===== config.mk =====
export PLATFORM = sky130hd
export DESIGN_NAME = mem_arbiter
export DESIGN_NICKNAME = d
export VERILOG_FILES = /design/src/rtl/mem_arbiter.sv
export SDC_FILE = /design/constraint.sdc
export NUM_CORES = 1
export LEC_CHECK = 0
export CAP_MARGIN = 15
export CORE_UTILIZATION = 41
export CTS_BUF_LIST = sky130_fd_sc_hd__clkbuf_2
export CTS_CLUSTER_DIAMETER = 60
export DETAILED_ROUTE_END_ITERATION = 10
export PLACE_DENSITY_LB_ADDON = 0.05
export SKIP_CTS_REPAIR_TIMING = 1
export SYNTH_ARGS = -nofsm -noshare
export SYNTH_HDL_FRONTEND = slang
export SYNTH_SLANG_ARGS = --single-unit

===== constraint.sdc =====
create_clock -name clk -period 2.1 [get_ports clk]
set_input_delay 0.21 -clock clk [delete_from_list [all_inputs] [get_ports clk]]
set_output_delay 0.21 -clock clk [all_outputs]
set_load 0.02 [all_outputs]

===== src/rtl/mem_arbiter.sv =====
// Round-robin arbiter sharing one single-port memory between port 0 (fetch) and port 1 (load/store).
// Default build is round-robin; define MEM_ARB_FIXED_PRIO_EN for fixed priority (port 0 wins ties).
module mem_arbiter #(
   parameter int ADDR_W   = 32,
   parameter int DATA_W   = 32,
   parameter int READ_LAT = 1
) (
   input  logic              clk,
   input  logic              resetn,
   input  logic              req0,
   input  logic              rw0,
   input  logic [ADDR_W-1:0] addr0,
   input  logic [DATA_W-1:0] wdata0,
   output logic              ack0,
   input  logic              req1,
   input  logic              rw1,
   input  logic [ADDR_W-1:0] addr1,
   input  logic [DATA_W-1:0] wdata1,
   output logic              ack1,
   output logic [DATA_W-1:0] rdata,
   output logic              busy,
   output logic [ADDR_W-1:0] mem_addr,
   output logic [DATA_W-1:0] mem_wdata,
   output logic              mem_rw,
   input  logic [DATA_W-1:0] mem_rdata
);

   typedef enum logic [1:0] {S_IDLE, S_ACCESS, S_WAIT, S_RESP} state_t;

   state_t            state_q, state_d;
   logic              gnt_q, gnt_d;
   logic [1:0]        lat_q, lat_d;
   logic              ack0_q, ack0_d, ack1_q, ack1_d;
   logic              busy_q, busy_d;
   logic [DATA_W-1:0] rdata_q, rdata_d;
   logic [ADDR_W-1:0] mem_addr_q, mem_addr_d;
   logic [DATA_W-1:0] mem_wdata_q, mem_wdata_d;
   logic              mem_rw_q, mem_rw_d;
   logic              pick1;
`ifndef MEM_ARB_FIXED_PRIO_EN
   logic              last_q, last_d;
`endif

   always_ff @(posedge clk) begin
      if (!resetn) state_q <= S_IDLE;
      else         state_q <= state_d;
   end

   always_comb begin
      state_d = state_q;
      case (state_q)
         S_IDLE:   if (req0 || req1) state_d = S_ACCESS;
         S_ACCESS: state_d = mem_rw_q ? S_WAIT : S_RESP;
         S_WAIT:   if (lat_q == 2'd0) state_d = S_RESP;
         S_RESP:   state_d = S_IDLE;
         default:  state_d = S_IDLE;
      endcase
   end

   always_comb begin
      pick1       = 1'b0;
      gnt_d       = gnt_q;
      lat_d       = lat_q;
      rdata_d     = rdata_q;
      mem_addr_d  = mem_addr_q;
      mem_wdata_d = mem_wdata_q;
      mem_rw_d    = mem_rw_q;
`ifndef MEM_ARB_FIXED_PRIO_EN
      last_d      = last_q;
`endif
      case (state_q)
         S_IDLE: begin
`ifdef MEM_ARB_FIXED_PRIO_EN
            pick1 = req1 && !req0;
`else
            // On a tie the port that was not served by the previous tie wins.
            pick1 = req1 && (!req0 || !last_q);
            if (req0 && req1) last_d = pick1;
`endif
            if (req0 || req1) begin
               gnt_d       = pick1;
               mem_addr_d  = pick1 ? addr1  : addr0;
               mem_wdata_d = pick1 ? wdata1 : wdata0;
               mem_rw_d    = pick1 ? rw1    : rw0;
            end
         end
         S_ACCESS: begin
            if (mem_rw_q) lat_d = 2'(READ_LAT - 1);
            else          mem_rw_d = 1'b1;
         end
         S_WAIT: begin
            if (lat_q != 2'd0) lat_d = lat_q - 2'd1;
            else               rdata_d = mem_rdata;
         end
         default: ;
      endcase
      ack0_d = (state_d == S_RESP) && !gnt_q;
      ack1_d = (state_d == S_RESP) &&  gnt_q;
      busy_d = (state_d != S_IDLE);
   end

   always_ff @(posedge clk) begin
      if (!resetn) begin
         gnt_q       <= 1'b0;
         lat_q       <= 2'd0;
         ack0_q      <= 1'b0;
         ack1_q      <= 1'b0;
         busy_q      <= 1'b0;
         rdata_q     <= '0;
         mem_addr_q  <= '0;
         mem_wdata_q <= '0;
         mem_rw_q    <= 1'b1;
`ifndef MEM_ARB_FIXED_PRIO_EN
         last_q      <= 1'b1;
`endif
      end else begin
         gnt_q       <= gnt_d;
         lat_q       <= lat_d;
         ack0_q      <= ack0_d;
         ack1_q      <= ack1_d;
         busy_q      <= busy_d;
         rdata_q     <= rdata_d;
         mem_addr_q  <= mem_addr_d;
         mem_wdata_q <= mem_wdata_d;
         mem_rw_q    <= mem_rw_d;
`ifndef MEM_ARB_FIXED_PRIO_EN
         last_q      <= last_d;
`endif
      end
   end

   assign ack0      = ack0_q;
   assign ack1      = ack1_q;
   assign busy      = busy_q;
   assign rdata     = rdata_q;
   assign mem_addr  = mem_addr_q;
   assign mem_wdata = mem_wdata_q;
   assign mem_rw    = mem_rw_q;

endmodule


Yosys cells after proc, flatten, opt, wreduce, memory -nomap -nowiden
Cells that the tools add are included.
- add/subtract/negate cells: 1
- $mul: 0
- divide/modulo/power cells: 0
- magnitude comparators: 0
- equal/unequal tests: 7
- shift operators: 0
- muxes and demuxes: 12
- bitwise logic cells: 1
- reduce and logical (&&, ||, !) cells: 20
- operators with widths (kind ; count):
    32-bit 2-to-1 mux ; 2
    2-bit 2-to-1 mux ; 4
    2-bit one-hot mux with 4 select lines ; 1
    2-bit AND reduction ; 4
    2-bit nonzero test ; 4
    2-bit == test, second input constant ; 3
    2-bit inequality test, second input constant ; 3
    1-bit logical AND ; 4
    2-bit logical NOT ; 2
    2-bit one-hot mux with 2 select lines ; 1
    1-bit logical NOT ; 3
    1-bit 2-to-1 mux ; 3
    3-bit AND reduction ; 1
    2-bit by 1-bit == test with 1-bit output, second input constant ; 1
    1-bit logical OR ; 2
    1-bit one-hot mux with 2 select lines ; 1
    2-bit by 1-bit subtractor with 2-bit output, second input constant ; 1
    1-bit inverter ; 1
- flip-flop bits (word level): 106
- bits in latches: 0
- memory bits (writable): 0
- memory bits (read-only): 0
- bits of input ports: 166
- logic and storage cells: 52
- memories: 0

Logic depth before layout (Yosys ltp)
Gate-level depths: netlist (run 1).
- word-level depth: 6
- mapped depth: 7
- gate-level depth less buffers: 6

Worst setup path before layout (run 1)
Ideal clock, no wire load.
- path type: reg2reg
- start point: reg state_q[0]
- end point: reg lat_q[1]
- setup time: 0.115 ns
- arrival time: 1.304 ns
- data required time: 1.985 ns
- setup slack: 0.681 ns
- stages on the path, launching flop included: 8
- path buffers: 1
- clock period less this slack: 1.419 ns
- cells stage by stage: dfxtp_1 -> inv_1 -> ha_1 -> and2_1 -> buf_4 -> o21ai_0 -> o211ai_1 -> and2_1
- cells in the longest elaborated chain, start to end: 3
- elaborated cells on any way between the ends: 7
- RTL lines (what ; RTL line ; text):
    start, declared ; 30 ; state_t state_q, state_d;
    start signal, assigned ; 46 ; else state_q <= state_d;
    2-bit == test / 2-bit by 1-bit == test with 1-bit output (equally long branches) ; 71 ; case (state_q)
    2-bit inequality test (no line) / 2-bit nonzero test (equally long branches) ; n/a ;
    3-bit AND reduction (no line) ; n/a ;
    end signal, assigned ; 118 ; lat_q <= lat_d;
    end, declared ; 32 ; logic [1:0] lat_q, lat_d;
Several ways; a longest one is shown, not always the timed one.
A chain may end at the register's enable or synchronous reset.

Final worst setup path (run 1)
- start point: reg mem_rw_q, in the netlist mem_rw
- end point: out mem_rw
- RTL lines (what ; RTL line ; text):
    start, declared ; 38 ; logic mem_rw_q, mem_rw_d;
    start signal, assigned ; 125 ; mem_rw_q <= mem_rw_d;
    end, declared ; 24 ; output logic mem_rw,
No word-level cell between the ends.

==> run_results.csv, run 1 <==
group,metric,value,unit
final_layout,final_util,69.88,%
critical_path,worst-path-max-fanout,4,
critical_path,cp-start-kind,"flop",
timing,holdWs,167.7,ps
floorplan,die_y,105.4,microns
power_and_ir_drop,pwr-share-comb,50.5,%
placed_design,dp_hpwl,9.899,mm
final_layout,final_cells,935,
flow_run,max_cap_violations,0,
clock_network,worst_skew_pair.late_latency,530,ps
critical_path,crit_end,"mem_rw",
timing,min_period_over_period,86.23,%
grt,antenna_found_initial,0,
power_and_ir_drop,totalPowerFinal,8.319,mW
grt,grt_pass1_wl,21.62,mm
placed_design,numPortBuffers,265,
routing,vias_per_cell,5.047,
floorplan,dieArea,11110,sq um
status,outcome,"completed",
floorplan,start_util,42.47,%
critical_path,r2r-start,"state_q[0]$_SDFF_PN0_",
grt,track_usage,24.04,%
final_layout,stdcell_area,7214,sq um
grt,grt_overflow,0,
critical_path,slowest_delay,650,ps
timing,setup_viol,0,
clock_network,clockBufferDepth,2,
final_layout,area_growth,64.55,%
routing,drc,0,
routing,dr.pass1.iters,5,
floorplan,num_rows,37,
power_and_ir_drop,p_sw,3.307,mW
placed_design,dp.cells,918,
timing,fmax,0.5523,GHz
placed_design,gp_congestion,0.7954,
floorplan,die_x,105.4,microns
timing,clock_skew,28.90,ps
synthesis,synth_warnings,0,
critical_path,r2r-end,"mem_addr[23]$_SDFFE_PN0P_",
critical_path,reg2reg_slack,380,ps
synthesis,ys_seq_elements,106,
routing,vias,4719,
critical_path,crit_chain,"clkdlybuf4s50_1",
power_and_ir_drop,p_per_area,1153,nW/um^2
power_and_ir_drop,vdd_drop_max,0.0006233,V
timing,min_period,1811,ps
critical_path,path_delay_family,"buffers and inverters",
synthesis,ys_seq_area_share,48.40,%
critical_path,crit_type,"reg -> out",
timing,relSlewSlack,72.19,%
clock_network,clk_pin_slew,290,ps
final_layout,layout_common_cells,"264 x clkdlybuf4s50_1, 196 x nand2_1, 106 x dfxtp_1",
critical_path,end_kind,"output pin",
min_path,worstHoldStart,"mem_rdata[4]",
grt,grt_pass1_vias,4606,
clock_network,cts_buffers,9,
routing,wl_per_cell,14.30,microns
synthesis,synth_top_area_cell,"dfxtp_1",
critical_path,worst_ep_required_time,1890,ps
placed_design,dpl_cell_area,7057,sq um
timing,fin_ws,289.3,ps
critical_path,worstRegToRegCells,6,
routing,drtIter0Drc,206,
synthesis,synth_area_leaders,"dfxtp_1 48%, nand2_1 17%, a31oi_1 9.1%",
power_and_ir_drop,leakagePower,2.739,nW
final_layout,final_common_cell,"clkdlybuf4s50_1",
floorplan,coreArea,10320,sq um
timing,drv_slew,0,
synthesis,syn-num-nets,721,
floorplan,ios,266,
final_layout,antennaDiodeCount,0,
critical_path,path_depth,1,
power_and_ir_drop,p_seq_share,36.3,%
critical_path,critPathArrivalTime,1600,ps
critical_path,critPathLaunch,"mem_rw$_SDFFE_PN1P_",
synthesis,netlist_instances,551,
grt,grt_start_max_net_pins,87,
clock_network,clockRootBuffer,"clkbuf_2",
timing,rsz0062_at_grt,"no",
min_path,hold_path.class,"in -> reg",
synthesis,avgSynthCellArea,7.957,sq um
final_layout,nets,964,
power_and_ir_drop,p_int,5.012,mW
routing,routed_wl,13.37,mm
timing,tns,0,ps
synthesis,synth_top_area_share,48.40,%
final_layout,drive_gt1_share,4.005,%
critical_path,crit_path_top_delay_cell,"clkdlybuf4s50_1",
routing,drtAntennaViolNets,0,
clock_network,cts_sinks,106,
placed_design,place_ws,296.9,ps
power_and_ir_drop,p_sw_share,39.75,%
critical_path,crit_buf_inv,1,
synthesis,synth_cell_types,30,
timing,hold_violations,0,
timing,worst_pin_slew,412.7,ps
power_and_ir_drop,p_clk_share,13.2,%
clock_network,cts_tree,"built",
clock_network,htree_levels,3,
synthesis,synth_area,4384,sq um
==> flip-flops by register name, summed over array words and instances (netlist names) <==
signal	cells
mem_addr	32
ack0	1
gnt_q	1
lat_q	2
state_q	2
last_q	1
ack1	1
rdata	32
mem_wdata	32
mem_rw	1
busy	1
==> power groups by stage <==
stage | clock network [mW] | registers [mW] | logic, mW
after floorplan | 0 | 3.81 | 1.61
after global placement | 0 | 3.03 | 4.14
after detailed placement | 0 | 3.06 | 4.22
after CTS | 1.14 | 3.02 | 4.24
after global routing | 1.21 | 3.10 | 4.54
final | 1.10 | 3.02 | 4.21
==> how the worst min path moves through the flow <==
| stage | end | slack (ps) | depth (start not counted) |
|---|---|---|---|
| 2_1_floorplan | rdata[10]$_SDFFE_PN0P_ | 340 | 2 |
| 3_3_place_gp | rdata[16]$_SDFFE_PN0P_ | 440 | 2 |
| 3_5_place_dp | rdata[5]$_SDFFE_PN0P_ | 450 | 2 |
| 4_1_cts | last_q$_SDFFE_PN1P_ | -100 | 2 |
| 5_1_grt | rdata[5]$_SDFFE_PN0P_ | 100 | 3 |
| 6_report | rdata[4]$_SDFFE_PN0P_ | 170 | 3 |
==> tightest hold or removal path: cells and delay by family <==
kind	cells	cell delay, ps
buffers and inverters	1	390
AOI/OAI and AO/OA	1	50
and+or+nand+nor	1	50
==> cell usage after synthesis <==
master	n
a21boi_0	13
a21boi_1	20
a21oi_1	1
a22oi_1	1
a2bb2oi_1	1
a31oi_1	64
and2_1	6
and2b_1	1
and3_1	1
and3b_1	1
buf_2	15
buf_4	12
buf_6	6
clkbuf_1	13
dfxtp_1	106
ha_1	4
inv_1	4
mux2i_1	2
nand2_1	197
nand3_1	2
nor2_1	5
nor2b_1	1
nor2b_2	1
nor3_1	1
o211ai_1	1
o21a_1	1
o21ai_0	13
o21ai_1	56
o221ai_1	1
xor2_1	1
==> layout make-up <==
type,instances,area [sq um]
fill,854,3109
tap,136,170.2
clock inverter,6,97.59
multi-input combinational,395,1974
clock buffer,10,50.05
sequential,106,2122
inverter,4,15.01
timing repair buffer,278,2785
==> kinds of logic after synthesis <==
group | count (synthesis) | synth area share, %
AOI/OAI and AO/OA | 172 | 23.69
xor gates and xnor gates | 1 | 0.1998
buffers and inverters | 50 | 6.764
muxes | 2 | 0.4566
and+or+nand+nor | 216 | 19.35
adders and majority gates | 4 | 1.142
DFF | 106 | 48.40
==> per-layer routing <==
metal | part of all wire [%] | track usage, % | up-vias
met5 | 0 | 0 | -
met4 | 3.8 | 11.27 | 0
met3 | 7.7 | 6.617 | 34
met2 | 50 | 43.42 | 182
met1 | 38 | 25.84 | 2143
li1 | - | - | 2360
No activity file was read; power rests on OpenSTA's default activity.
==> run 2: changes to the inputs <==
--- a/config.mk
+++ b/config.mk
@@ -6,9 +6,10 @@
 export NUM_CORES = 1
 export LEC_CHECK = 0
 export CAP_MARGIN = 15
-export CORE_UTILIZATION = 41
+export CORE_UTILIZATION = 35
 export CTS_BUF_LIST = sky130_fd_sc_hd__clkbuf_2
 export CTS_CLUSTER_DIAMETER = 60
+export CTS_CLUSTER_SIZE = 40
 export DETAILED_ROUTE_END_ITERATION = 10
 export PLACE_DENSITY_LB_ADDON = 0.05
 export SKIP_CTS_REPAIR_TIMING = 1
==> constraint.sdc (replaced) <==
create_clock -name clk -period 1.55 [get_ports clk]
set_input_delay 0.155 -clock clk [delete_from_list [all_inputs] [get_ports clk]]
set_output_delay 0.155 -clock clk [all_outputs]
set_load 0.02 [all_outputs]
==> run 2 against run 1 <==
  * Non-clock buffer count up 9
  * Sequential power up 34%
  * Sequential cell count unchanged
  * Utilization down 6.0 points
  * Clock skew up 11 ps
  * Worst setup slack worse by 210 ps
  * Worst hold slack worse by 100 ps
  * Power up 41%
  * Routed wire length up 10%
==> run_results.csv, run 2 (synthesized netlist as in run 1, its figures left out) <==
group,metric,value,unit
flow_run,max_cap_violations,0,
final_layout,nets,973,
routing,wl_met2,7.451,mm
floorplan,num_rows,40,
grt,grt_overflow,0,
timing,setup_viol,0,
placed_design,dp_hpwl,9.760,mm
clock_network,clockBufferDepth,2,
critical_path,worst_ep_required_time,2050,ps
routing,routed_wl,14.75,mm
timing,relSlewSlack,69.05,%
floorplan,ios,266,
critical_path,crit_chain,"inv_1, ha_4, nor2b_4, buf_12, clkbuf_16, o21ai_1, a31oi_1",
timing,holdWs,67.95,ps
min_path,hold_path.class,"in -> reg",
floorplan,coreArea,12110,sq um
power_and_ir_drop,leakagePower,4.386,nW
placed_design,dp.cells,952,
critical_path,crit_type,"reg -> reg",
placed_design,dpl_cell_area,7187,sq um
power_and_ir_drop,totalPowerFinal,11.74,mW
grt,antenna_found_initial,1,
clock_network,htree_levels,3,
routing,drtAntennaViolNets,0,
clock_network,cts_sinks,106,
final_layout,fillers,1087,
routing,vias,4793,
clock_network,clockRootBuffer,"clkbuf_2",
routing,drc,0,
placed_design,place_ws,-79.70,ps
floorplan,dieArea,12980,sq um
grt,grt_pass1_vias,4465,
grt,grt_pass1_wl,21.39,mm
status,outcome,"completed",
timing,fin_ws,79.53,ps
power_and_ir_drop,vdd_drop_max,0.0007195,V
critical_path,end_kind,"flop",
routing,wl_per_cell,15.10,microns
placed_design,numPortBuffers,265,
clock_network,cts_tree,"built",
routing,drtIter0Drc,175,
timing,min_period_over_period,94.87,%
timing,min_period,1470,ps
routing,wl_met1,5.785,mm
final_layout,stdcell_area,7740,sq um
final_layout,final_util,63.91,%
critical_path,cp-start-kind,"flop",
routing,met3_length,1.133,mm
final_layout,layout_common_cells,"196 x nand2_1, 164 x clkdlybuf4s50_1, 104 x dfxtp_1",
timing,tns,0,ps
critical_path,worst-path-max-fanout,13,
timing,fmax,0.6801,GHz
critical_path,critPathArrivalTime,1970,ps
final_layout,drive_gt1_share,5.693,%
final_layout,final_common_cell,"nand2_1",
timing,drv_slew,0,
floorplan,die_y,113.9,microns
critical_path,slowest_delay,390,ps
critical_path,crit_path_top_delay_cell,"dfxtp_2",
placed_design,gp_congestion,0.7690,
grt,track_usage,20.49,%
timing,worst_pin_slew,464.2,ps
timing,clock_skew,39.66,ps
timing,hold_violations,0,
power_and_ir_drop,p_per_area,1517,nW/um^2
routing,top_layer,"met4",
final_layout,final_cells,977,
clock_network,worst_skew_pair.late_latency,580,ps
grt,grt_start_max_net_pins,55,
timing,rsz0062_at_grt,"yes",
routing,dr.pass1.iters,4,
clock_network,clk_pin_slew,310,ps
routing,vias_per_cell,4.906,
floorplan,die_x,113.9,microns
clock_network,cts_buffers,9,
floorplan,start_util,36.20,%
final_layout,area_growth,76.54,%
[run 2: cell types whose count changed in the layout (fill, tap and decap cells not counted), sizes merged]
cell,before,now
bufinv,2,0
clkdlybuf4s50,264,164
inv,6,7
clkbuf,10,13
dlymetal6s2s,0,100
clkinvlp,0,1
diode,0,1
clkinv,2,3
buf,13,18
[run 2: worst paths after layout]
kind / startpoint / endpoint / slack, ps / cells past startpoint
max: state_q[0]$_SDFF_PN0_ / mem_wdata[9]$_SDFFE_PN0P_ / 80 / 7
min: mem_rdata[3] / rdata[3]$_SDFFE_PN0P_ / 70 / 3
max reg2reg: state_q[0]$_SDFF_PN0_ / mem_wdata[9]$_SDFFE_PN0P_ / 80 / 7
min reg2reg: rdata[4]$_SDFFE_PN0P_ / rdata[4]$_SDFFE_PN0P_ / 470 / 2
[run 2: worst max-delay path, delay by kind of cell, from the launching register on]
kind                       cells  cell delay, ps
AOI/OAI and AO/OA              2             220
adders and majority gates      1             180
buffers and inverters          3             460
DFF                            1             390
and+or+nand+nor                1             170
[run 2: metal layers]
metal  up-vias  global-route usage, %
li1       2376                      -
met1      2204                  22.84
met2       186                  36.00
met3        27                  6.057
met4         0                  9.177
met5         -                      0
[run 2: final cells by class]
type	instances	area, sq um	share of cell area, %
Antenna cell	1	2.502	0.03233
Clock buffer	9	45.04	0.5820
Clock inverter	7	51.30	0.6628
Inverter	4	15.01	0.1940
Multi-Input combinational cell	395	1996	25.78
Sequential cell	106	2125	27.45
Tap cell	168	210.2	2.716
Timing Repair Buffer	287	3296	42.58
[run 2: power by group]
group	switching [mW]	leakage [nW]	total, mW	internal [mW]
logic	3.38	3.45	6.48	3.11
clock network	0.968	0.0607	1.19	0.227
registers	0.433	0.874	4.06	3.63
